## config.mk

```make
export PLATFORM = sky130hd
export DESIGN_NAME = sum_acc64
export DESIGN_NICKNAME = d
export VERILOG_FILES = /design/src/rtl/sum_acc64_pkg.sv /design/src/rtl/sum_acc64_cla_32.sv /design/src/rtl/sum_acc64.sv
export SDC_FILE = /design/constraint.sdc
export NUM_CORES = 1
export LEC_CHECK = 0
export BUFFER_PORTS_ARGS = -buffer_cell sky130_fd_sc_hd__buf_4
export CORE_ASPECT_RATIO = 0.5
export CORE_MARGIN = 4
export CORE_UTILIZATION = 34
export CTS_CLUSTER_SIZE = 20
export DETAILED_ROUTE_END_ITERATION = 8
export SYNTH_ARGS = -nofsm -noshare
export SYNTH_HDL_FRONTEND = slang
export SYNTH_SLANG_ARGS = --single-unit
```

## constraint.sdc

```tcl
create_clock -name clk -period 12 [get_ports clk]
set_input_delay 2.4 -clock clk [delete_from_list [all_inputs] [get_ports clk]]
set_output_delay 2.4 -clock clk [all_outputs]
set_load 0.03 [all_outputs]
```

## src/rtl/sum_acc64_pkg.sv

```systemverilog
// Shared widths and FSM state encodings for the sum_acc64 accumulator.
package sum_acc64_pkg;

  localparam int WORD_W = 32;
  localparam int ACC_W  = 64;

  localparam logic [1:0] S_WAIT = 2'd0;
  localparam logic [1:0] S_LOW  = 2'd1;
  localparam logic [1:0] S_HIGH = 2'd2;
  localparam logic [1:0] S_DONE = 2'd3;

endpackage

```

## src/rtl/sum_acc64_cla_32.sv

```systemverilog
// 32-bit carry-lookahead adder: 4-bit lookahead groups chained group to group.
module cla_32
  import sum_acc64_pkg::*;
(
  input  logic [WORD_W-1:0] a,
  input  logic [WORD_W-1:0] b,
  input  logic              c_in,
  output logic [WORD_W-1:0] sum,
  output logic              c_out
);

  logic [WORD_W-1:0] gen;
  logic [WORD_W-1:0] prop;
  logic [WORD_W:0]   carry;

  assign gen  = a & b;
  assign prop = a ^ b;

  // Each group computes its internal carries directly from the group carry-in.
  always_comb begin
    carry    = '0;
    carry[0] = c_in;
    for (int k = 0; k < WORD_W / 4; k++) begin
      carry[4*k+1] = gen[4*k] | (prop[4*k] & carry[4*k]);
      carry[4*k+2] = gen[4*k+1] | (prop[4*k+1] & gen[4*k])
                   | (prop[4*k+1] & prop[4*k] & carry[4*k]);
      carry[4*k+3] = gen[4*k+2] | (prop[4*k+2] & gen[4*k+1])
                   | (prop[4*k+2] & prop[4*k+1] & gen[4*k])
                   | (prop[4*k+2] & prop[4*k+1] & prop[4*k] & carry[4*k]);
      carry[4*k+4] = gen[4*k+3] | (prop[4*k+3] & gen[4*k+2])
                   | (prop[4*k+3] & prop[4*k+2] & gen[4*k+1])
                   | (prop[4*k+3] & prop[4*k+2] & prop[4*k+1] & gen[4*k])
                   | (prop[4*k+3] & prop[4*k+2] & prop[4*k+1] & prop[4*k] & carry[4*k]);
    end
  end

  assign sum   = prop ^ carry[WORD_W-1:0];
  assign c_out = carry[WORD_W];

endmodule

```

## src/rtl/sum_acc64.sv

```systemverilog
// Streaming 64-bit accumulator; one shared 32-bit adder does the low word, then the high word.
module sum_acc64
  import sum_acc64_pkg::*;
#(
  parameter int CNT_W = 8
) (
  input  logic              clk,
  input  logic              rst,
  input  logic              in_valid,
  output logic              in_ready,
  input  logic [WORD_W-1:0] in_data,
  input  logic              in_last,
  output logic              out_valid,
  input  logic              out_ready,
  output logic [ACC_W-1:0]  out_sum,
  output logic [CNT_W-1:0]  out_count,
  output logic              busy
);

  logic [1:0]        state;
  logic [ACC_W-1:0]  acc;
  logic [WORD_W-1:0] operand;
  logic              c_reg;
  logic              last_flag;
  logic [CNT_W-1:0]  count;

  logic [WORD_W-1:0] add_a;
  logic [WORD_W-1:0] add_b;
  logic              add_cin;
  logic [WORD_W-1:0] add_sum;
  logic              add_cout;

  // HIGH propagates the stored low-word carry into the upper half; otherwise add the operand.
  always_comb begin
    add_a   = acc[WORD_W-1:0];
    add_b   = operand;
    add_cin = 1'b0;
    if (state == S_HIGH) begin
      add_a   = acc[ACC_W-1:WORD_W];
      add_b   = '0;
      add_cin = c_reg;
    end
  end

  cla_32 adder (
    .a     (add_a),
    .b     (add_b),
    .c_in  (add_cin),
    .sum   (add_sum),
    .c_out (add_cout)
  );

  always_ff @(posedge clk) begin
    if (rst) begin
      state     <= S_WAIT;
      acc       <= '0;
      operand   <= '0;
      c_reg     <= 1'b0;
      last_flag <= 1'b0;
      count     <= '0;
    end else begin
      case (state)
        S_WAIT: begin
          if (in_valid && in_ready) begin
            operand   <= in_data;
            last_flag <= in_last;
            state     <= S_LOW;
          end
        end
        S_LOW: begin
          acc[WORD_W-1:0] <= add_sum;
          c_reg           <= add_cout;
          state           <= S_HIGH;
        end
        S_HIGH: begin
          // Carry out of the high word is dropped so the sum wraps modulo 2^64.
          acc[ACC_W-1:WORD_W] <= add_sum;
          if (count != '1) count <= count + CNT_W'(1);
          state <= last_flag ? S_DONE : S_WAIT;
        end
        S_DONE: begin
          if (out_ready) begin
            acc   <= '0;
            count <= '0;
            c_reg <= 1'b0;
            state <= S_WAIT;
          end
        end
        default: state <= S_WAIT;
      endcase
    end
  end

  assign in_ready  = (state == S_WAIT);
  assign out_valid = (state == S_DONE);
  assign busy      = (state == S_LOW) || (state == S_HIGH);
  assign out_sum   = acc;
  assign out_count = count;

endmodule
```

==> summary.txt, run 1 <==
Final Skew: 0.00842 ns
H-tree levels: 3
first-iteration detailed-routing DRC count: 355
Antenna Violating Nets Remaining: 0
Seq/Total Area, Yosys: 0.364
PortBufs: 111
fillcell total: 1675
outcome: completed
Avg WL per Cell: 16.8 um
total vias in the final route: 5164
core box area: 16700 um^2
Die X: 195 um
mean post-synth cell area: 8.68 um^2
layout cell share with drive strength beyond 1: 0.239
Leak: 3.32 nW
Critical Path Fanout Max: 53
DRC errors left: 0
Synth area leaders: dfxtp_1 (36%), ha_1 (7.8%), nand2_1 (6.5%), mux2_2 (6.1%), a21oi_1 (5.6%)
IR drop worst, VDD: 0.0000682 V
top cell type by total area after synthesis: dfxtp_1
Setup Buffers After CTS: 0
initial antenna violation count: 0
DRT Wirelength: 17000 um
PD cells: 146 nW/um^2
final number of hold-violating endpoints: 0
Tightest Pin Transition: 1.04 ns
period utilization: 0.403
reg2reg path depth: 17
MaxCap Viol Count: 0
worst hold path class: flip-flop to flip-flop
CTS max path bufs: 2
final setup vio count: 0
FF+latch count, synth: 108
first-pass GRT wire length: 27200 um
Ys Warns: 0
CP required: 12.19 ns
Synth top area share: 0.364
Resize count post-CTS: 0
Vias per Instance: 5.12
syn_nets: 766
CTS clk-pin slew, worst paths: 0.07 ns
# diodes: 0
Worst EP arrival: 5.03 ns
Slew HR: 0.299
worst setup margin: 7.17 ns
height of the die: 101 um
max-slew violations: 0
Routability Congestion: 0.866
dpl ws: 7.22 ns
TritonRoute pass-1 iters: 5
max reg flops: 64
TritonCTS clock tree: built
CP Class: flip-flop to flip-flop
root buf cell: clkbuf_16
Async SR Flop Fraction: 0
Setup TNS Final: 0 ns
largest net degree at the start of global routing: 88
CTS Hold Buffers Added: 0
final net count: 858
EDFF count, synth: 0
cell depth of the worst min-delay path: 2
main flop type after synthesis: dfxtp_1
clock period minus worst slack: 4.83 ns
Num Clock Sinks: 108
Synth Instances: 684
row count: 33
Mapped Area: 5930 um^2
Area Overhead vs Synth: 22.6%
Unique masters post-synth: 60
die area: 19800 um^2
RSZ-0062 raised after global routing: no
most common library cell in the layout ignoring fill and taps: buf_4
# IOs: 112
vias in the first global route: 5172
most frequent cells in the layout: buf_4 (119), dfxtp_1 (108), nand2_1 (102)
f_max: 207 MHz
Num CTS Buffers: 9
Initial Util: 0.355
Tot GR Track Use: 0.169
later-pin clock latency in the skew report: 0.35 ns
CP endpoint kind: flip-flop
post-layout util: 0.435
grt total ovfl: 0
HPWL after DPL: 12300 um
crit start category: flip-flop
through the flow:
step	power (mW)	hold WS, ns	cells	cell area [um^2]
after global placement	0.768	0.443	992	6980
after global routing	1.12	0.472	1008	7280
after detailed placement	0.773	0.446	992	6980
final	1.06	0.453	1008	7280
after CTS	1.07	0.456	1008	7280
after floorplan	0.658	0.432	684	5930
critical path: stages, from the launching register on:
cell and delay [ns]:
dfxtp_1 0.35, inv_1 0.10, ha_2 0.59, buf_4 0.63, mux2_2 0.40, ha_1 0.34
a21o_1 0.23, a2111oi_4 0.33, o21ai_2 0.15, o2111ai_2 0.31, nor2_1 0.07, nor2_1 0.13
o21bai_1 0.10, fa_1 0.44, xnor2_1 0.16, nor2_1 0.08, a22oi_1 0.19, nor2_1 0.06
cells by family after synthesis:
group | after synthesis | synth area share
compound gates | 168 | 0.201
buf+inv | 45 | 0.0289
fa+ha+maj | 45 | 0.105
simple gates | 261 | 0.203
xor+xnor | 23 | 0.0339
flops | 108 | 0.364
mux | 34 | 0.0641
Yosys cell counts, types with 3 or more instances:
library cell	instances
nand3b_1	9
nor3_1	5
inv_1	7
clkbuf_1	29
o21ai_0	7
ha_1	37
o31ai_1	3
xnor2_1	13
a22o_1	10
o311ai_0	3
nor2b_1	38
a21o_1	14
or3_1	3
buf_1	7
a22oi_1	34
and3_1	4
nand2b_1	5
nor2_1	71
mux2_2	32
nand2_1	102
xor2_1	10
fa_1	8
a211oi_1	3
dfxtp_1	108
a21oi_1	66
nand4_1	5
nand3_1	8
worst paths after layout:
| kind | start | endpoint | slack [ns] |
|---|---|---|---|
| worst min register to register | operand[27] | operand[27] | 0.45 |
| worst max register to register | state[0] | out_sum[25] | 7.17 |
| worst min-delay path | operand[27] | operand[27] | 0.45 |
| worst max-delay path | state[0] | out_sum[25] | 7.17 |
layer usage:
metal | up-vias | GRT usage | wire (um)
met5 | - | 0 | 0
met4 | 0 | 0.0397 | 176
met3 | 16 | 0.0362 | 845
met2 | 102 | 0.277 | 7570
met1 | 2451 | 0.232 | 8370
li1 | 2595 | - | -
report_power, final:
| group | internal, mW | leakage, nW | switching (mW) |
|---|---|---|---|
| Sequential | 0.389 | 0.876 | 0.0248 |
| Combinational | 0.124 | 2.29 | 0.227 |
| Clock | 0.163 | 0.152 | 0.132 |
layout make-up:
class,count,area (um^2),share of cell area
Clock buffer,13,280,0.0385
Sequential cell,108,2160,0.297
Timing Repair Buffer,119,893,0.123
Tap cell,227,284,0.0390
Clock inverter,3,18.8,0.00258
Inverter,7,26.3,0.00361
Multi-Input combinational cell,531,3610,0.496
(Power assumes the default switching activity.)
==> run 2, diff against run 1 <==
==> constraint.sdc (replaced) <==
create_clock -name clk -period 4.24 [get_ports clk]
set_input_delay 0.848 -clock clk [delete_from_list [all_inputs] [get_ports clk]]
set_output_delay 0.848 -clock clk [all_outputs]
set_load 0.03 [all_outputs]
==> summary.txt, run 2 (same netlist as run 1, synthesis figures left out) <==
Tot GR Track Use: 0.173 (+0.00351)
Die X: 195 um (unchanged)
Buf/Inv on CP: 2 (unchanged)
die area: 19800 um^2 (unchanged)
CP endpoint kind: flip-flop
crit start category: flip-flop
Worst EP arrival: 4.16 ns (-0.87 ns)
Setup Buffers After CTS: 0 (unchanged)
TritonCTS clock tree: built
Final Skew: 0.0135 ns (+0.00504 ns)
CTS clk-pin slew, worst paths: 0.07 ns (about the same)
Num Clock Sinks: 108 (unchanged)
Critical Path Fanout Max: 22 (-58%)
CTS max path bufs: 2 (unchanged)
final net count: 862 (+0.47%)
CP required: 4.44 ns (-7.75 ns)
Slowest cell on crit path: fa_1
first-pass GRT wire length: 27600 um (+1.3%)
TritonRoute pass-1 iters: 5 (unchanged)
# diodes: 0 (unchanged)
total vias in the final route: 5200 (+0.70%)
Avg WL per Cell: 17.0 um (+1.2%)
Initial Util: 0.355 (unchanged)
final setup vio count: 0 (unchanged)
IR drop worst, VDD: 0.000223 V (+230%)
HPWL after DPL: 12700 um (+3.0%)
core box area: 16700 um^2 (unchanged)
hold slack: 0.452 ns (-0.000474 ns)
outcome: completed
max reg flops: 64 (unchanged)
PortBufs: 111 (unchanged)
CP delay by family, top: adder cells
initial antenna violation count: 0 (unchanged)
grt total ovfl: 0 (unchanged)
Vias per Instance: 5.14 (+0.30%)
DRT Wirelength: 17200 um (+1.7%)
max-slew violations: 0 (unchanged)
vias in the first global route: 5134 (-0.73%)
worst hold path class: flip-flop to flip-flop
Antenna Violating Nets Remaining: 0 (unchanged)
later-pin clock latency in the skew report: 0.35 ns (about the same)
MaxCap Viol Count: 0 (unchanged)
Num CTS Buffers: 9 (unchanged)
layout cell share with drive strength beyond 1: 0.243 (+0.00388)
period utilization: 0.934 (+0.531)
Setup TNS Final: 0 ns (unchanged)
Area Overhead vs Synth: 24.0%
Power Total: 3.14 mW (+200%)
first-iteration detailed-routing DRC count: 314 (-12%)
clock period minus worst slack: 3.96 ns (-0.876 ns)
f_max: 253 MHz (+22%)
largest net degree at the start of global routing: 88 (unchanged)
root buf cell: clkbuf_16
final number of hold-violating endpoints: 0 (unchanged)
height of the die: 101 um (unchanged)
RSZ-0062 raised after global routing: no
most common library cell in the layout ignoring fill and taps: buf_4
CP Class: flip-flop to flip-flop
max incr delay on CP: 0.46 ns (-0.17 ns)
Critical Path, Cell by Cell: inv_1 > ha_4 > buf_4 > mux2_2 > ha_1 > a21oi_1 > a21oi_1 > nand2b_1 > a21o_1 > a221o_1 > fa_1 > xnor2_1 > nor2_1 > a22oi_1 > nor2_1
Tightest Pin Transition: 1.12 ns (+0.0738 ns)
Slew HR: 0.250 (-0.0496)
H-tree levels: 3 (unchanged)
DRC errors left: 0 (unchanged)
row count: 33 (unchanged)
most frequent cells in the layout: buf_4 (123), dfxtp_1 (108), nand2_1 (102)
# IOs: 112 (unchanged)
Leak: 3.36 nW (+1.2%)
PD cells: 427 nW/um^2 (+190%)
Routability Congestion: 0.902 (+4.2%)
[run 2: cell count changes in the layout (fill, tap and decap cells not counted), sizes merged]
| cell | before | now |
|---|---|---|
| buf | 119 | 123 |
| bufinv | 0 | 2 |
| clkbuf | 13 | 12 |
| inv | 7 | 9 |
| clkinv | 3 | 0 |
[run 2: cell type report]
cell class / count / area (um^2)
Clock buffer: 12 / 267
Clock inverter: 4 / 77.6
Fill cell: 1655 / 9360
Inverter: 7 / 26.3
Multi-Input combinational cell: 531 / 3620
Sequential cell: 108 / 2160
Tap cell: 227 / 284
Timing Repair Buffer: 123 / 923
[run 2: what timing repair did]
item                       in CTS  in global routing
setup endpoints to repair       0                 10
hold buffers                    0                  0
gates resized for setup         0                  1
[run 2: final timing paths]
path                from          end  slack [ns]  depth (start not counted)
max             state[0]  out_sum[41]        0.28                         15
min          operand[21]  operand[21]        0.45                          2
max reg2reg     state[0]  out_sum[41]        0.28                         15
min reg2reg  operand[21]  operand[21]        0.45                          2
[run 2: power breakdown]
part	internal, mW	switching (mW)
Sequential	1.10	0.0708
Combinational	0.360	0.651
Clock	0.571	0.385
Total	2.03	1.11
[run 2: metrics by stage]
step,worst slack [ns],instance area (um^2),std cells,util
3_3_place_gp,0.222,7010,996,0.419
6_report,0.281,7360,1012,0.440
2_1_floorplan,0.357,5930,684,-
5_1_grt,0.0139,7360,1012,0.440
4_1_cts,0.0926,7350,1012,0.440
3_5_place_dp,0.106,7010,996,0.419
[run 2: worst min-delay path: stages (launching register included)]
cell and delay (ns):
dfxtp_1 0.31, nand2_1 0.05, a21oi_1 0.05
[run 2: routing by layer]
layer	vias to the layer above	part of all wire	GRT usage
li1	2607	-	-
met1	2474	0.49	0.236
met2	109	0.46	0.287
met3	10	0.048	0.0376
met4	0	0.0076	0.0338
met5	-	0	0
==> run 3, diff against run 2 <==
--- a/config.mk
+++ b/config.mk
@@ -6,7 +6,7 @@
 export NUM_CORES = 1
 export LEC_CHECK = 0
 export BUFFER_PORTS_ARGS = -buffer_cell sky130_fd_sc_hd__buf_4
-export CORE_ASPECT_RATIO = 0.5
+export CORE_ASPECT_RATIO = 0.9
 export CORE_MARGIN = 4
 export CORE_UTILIZATION = 34
 export CTS_CLUSTER_SIZE = 20
==> summary.txt, run 3 (same netlist as run 1, synthesis figures left out) <==
HPWL after DPL: 12200 um (-3.8%)
# diodes: 0 (unchanged)
PD cells: 423 nW/um^2 (-0.85%)
CTS max path bufs: 2 (unchanged)
Routability Congestion: 0.849 (-5.9%)
vias in the first global route: 5133 (-0.019%)
most frequent cells in the layout: buf_4 (126), dfxtp_1 (108), nand2_1 (102)
Worst EP arrival: 4.12 ns (-0.04 ns)
max incr delay on CP: 0.44 ns (-0.02 ns)
CTS Hold Buffers Added: 0 (unchanged)
gr busiest metal: met2
root buf cell: clkbuf_16
MaxCap Viol Count: 0 (unchanged)
PortBufs: 111 (unchanged)
layout cell share with drive strength beyond 1: 0.247 (+0.00384)
Slew HR: 0.372 (+0.123)
Critical Path, Cell by Cell: inv_1 > ha_4 > buf_4 > mux2_2 > ha_1 > a21o_1 > a2111oi_4 > o21ai_2 > o2111ai_2 > nor2_1 > nor2_1 > o21bai_1 > fa_1 > xnor2_1 > nor2_1 > a22oi_1 > nor2_1
Post-DP Area: 7050 um^2 (+0.64%)
Num Clock Sinks: 108 (unchanged)
first-pass GRT wire length: 27200 um (-1.3%)
period utilization: 0.918 (-0.0162)
largest net degree at the start of global routing: 55 (-38%)
final net count: 866 (+0.46%)
Slowest cell on crit path: fa_1
RSZ-0062 raised after global routing: no
met3 Use GR: 0.0422 (+0.00462)
DRT Wirelength: 16800 um (-2.6%)
max-slew violations: 0 (unchanged)
final number of hold-violating endpoints: 0 (unchanged)
Tightest Pin Transition: 0.934 ns (-0.183 ns)
outcome: completed
met2 Resource Use GR: 0.267 (-0.0193)
met1 GRT Util: 0.239 (+0.00265)
worst hold path class: flip-flop to flip-flop
Num CTS Buffers: 9 (unchanged)
grt total ovfl: 0 (unchanged)
crit start category: flip-flop
final non-filler cell total: 1024 (+1.2%)
clock period minus worst slack: 3.89 ns (-0.0687 ns)
core box area: 17000 um^2 (+1.7%)
register area: 2160 um^2 (unchanged)
Antenna Violating Nets Remaining: 0 (unchanged)
final setup vio count: 0 (unchanged)
H-tree levels: 3 (unchanged)
Leak: 3.37 nW (+0.21%)
Multi-input gate area: 3620 um^2 (unchanged)
fillcell total: 1758 (+6.2%)
CP required: 4.47 ns (+0.03 ns)
# IOs: 112 (unchanged)
Die X: 147 um (-24%)
Critical Path Fanout Max: 13 (-41%)
IR drop worst, VDD: 0.000232 V (+4.0%)
cell count after placement: 1007 (+1.1%)
initial antenna violation count: 0 (unchanged)
CP most frequent cell: nor2_1
later-pin clock latency in the skew report: 0.36 ns (about the same)
die area: 19600 um^2 (-0.64%)
hold slack: 0.453 ns (+0.000462 ns)
max reg flops: 64 (unchanged)
TritonCTS clock tree: built
Final Instance Area: 7400 um^2 (+0.48%)
height of the die: 133 um (+31%)
f_max: 257 MHz (+1.8%)
CTS clk-pin slew, worst paths: 0.07 ns (about the same)
Avg WL per Cell: 16.4 um (-3.8%)
row count: 45 (+36%)
total vias in the final route: 5149 (-0.98%)
DRC errors left: 0 (unchanged)
Initial Util: 0.349 (-0.00588)
Vias per Instance: 5.03 (-2.1%)
most common library cell in the layout ignoring fill and taps: buf_4
TritonRoute pass-1 iters: 4 (-1)
CP endpoint kind: flip-flop
Tot GR Track Use: 0.172 (-0.000939)
Final Skew: 0.0120 ns (-0.00148 ns)
CP Class: flip-flop to flip-flop
first-iteration detailed-routing DRC count: 266 (-15%)
Area Overhead vs Synth: 24.6%
Setup TNS Final: 0 ns (unchanged)
[run 3: area by class of cell]
type,instances,share of cell area
Timing Repair Buffer,127,0.131
Multi-Input combinational cell,531,0.490
Clock buffer,10,0.0323
Tap cell,235,0.0398
Clock inverter,6,0.0118
Inverter,7,0.00355
Sequential cell,108,0.292
[run 3: final timing paths]
check              startpoint           to  depth (start not counted)  slack (ns)
setup reg to reg     state[0]  out_sum[25]                         17        0.35
hold reg to reg   operand[14]  operand[14]                          2        0.45
setup / recovery     state[0]  out_sum[25]                         17        0.35
hold / removal    operand[14]  operand[14]                          2        0.45
[run 3: metal layers]
| metal | wire, um | vias to the layer above |
|---|---|---|
| li1 | - | 2609 |
| met1 | 8220 | 2402 |
| met2 | 7270 | 123 |
| met3 | 1100 | 15 |
| met4 | 199 | 0 |
| met5 | 0 | - |
[run 3: through the flow]
step / worst slack (ns) / utilization / total power [mW]
global route: 0.0843 / 0.435 / 3.30
floorplan: 0.357 / - / 1.86
finish: 0.350 / 0.435 / 3.13
detailed placement: 0.0820 / 0.415 / 2.22
global placement: 0.203 / 0.415 / 2.22
CTS: 0.0573 / 0.434 / 3.15
[run 3: what timing repair did]
item,CTS,global route
endpoints found under the setup margin,0,12
setup buffers,0,1
gates resized for setup,0,1
hold endpoints to repair,0,0
[run 3: report_power, final]
part           leakage [nW]  internal [mW]  switching (mW)
clock                 0.151          0.533           0.395
sequential            0.876           1.10          0.0679
combinational          2.34          0.376           0.655
[run 3: worst max-delay path: cells and delay by family (launching register included)]
kind / cells / cell delay, ns
XOR/XNOR: 1 / 0.16
adder cells (fa/ha/maj): 3 / 1.03
multiplexers: 1 / 0.35
AND/OR/NAND/NOR: 4 / 0.33
buffers and inverters: 2 / 0.36
AO/OA/AOI/OAI: 6 / 1.17
flip-flops: 1 / 0.35
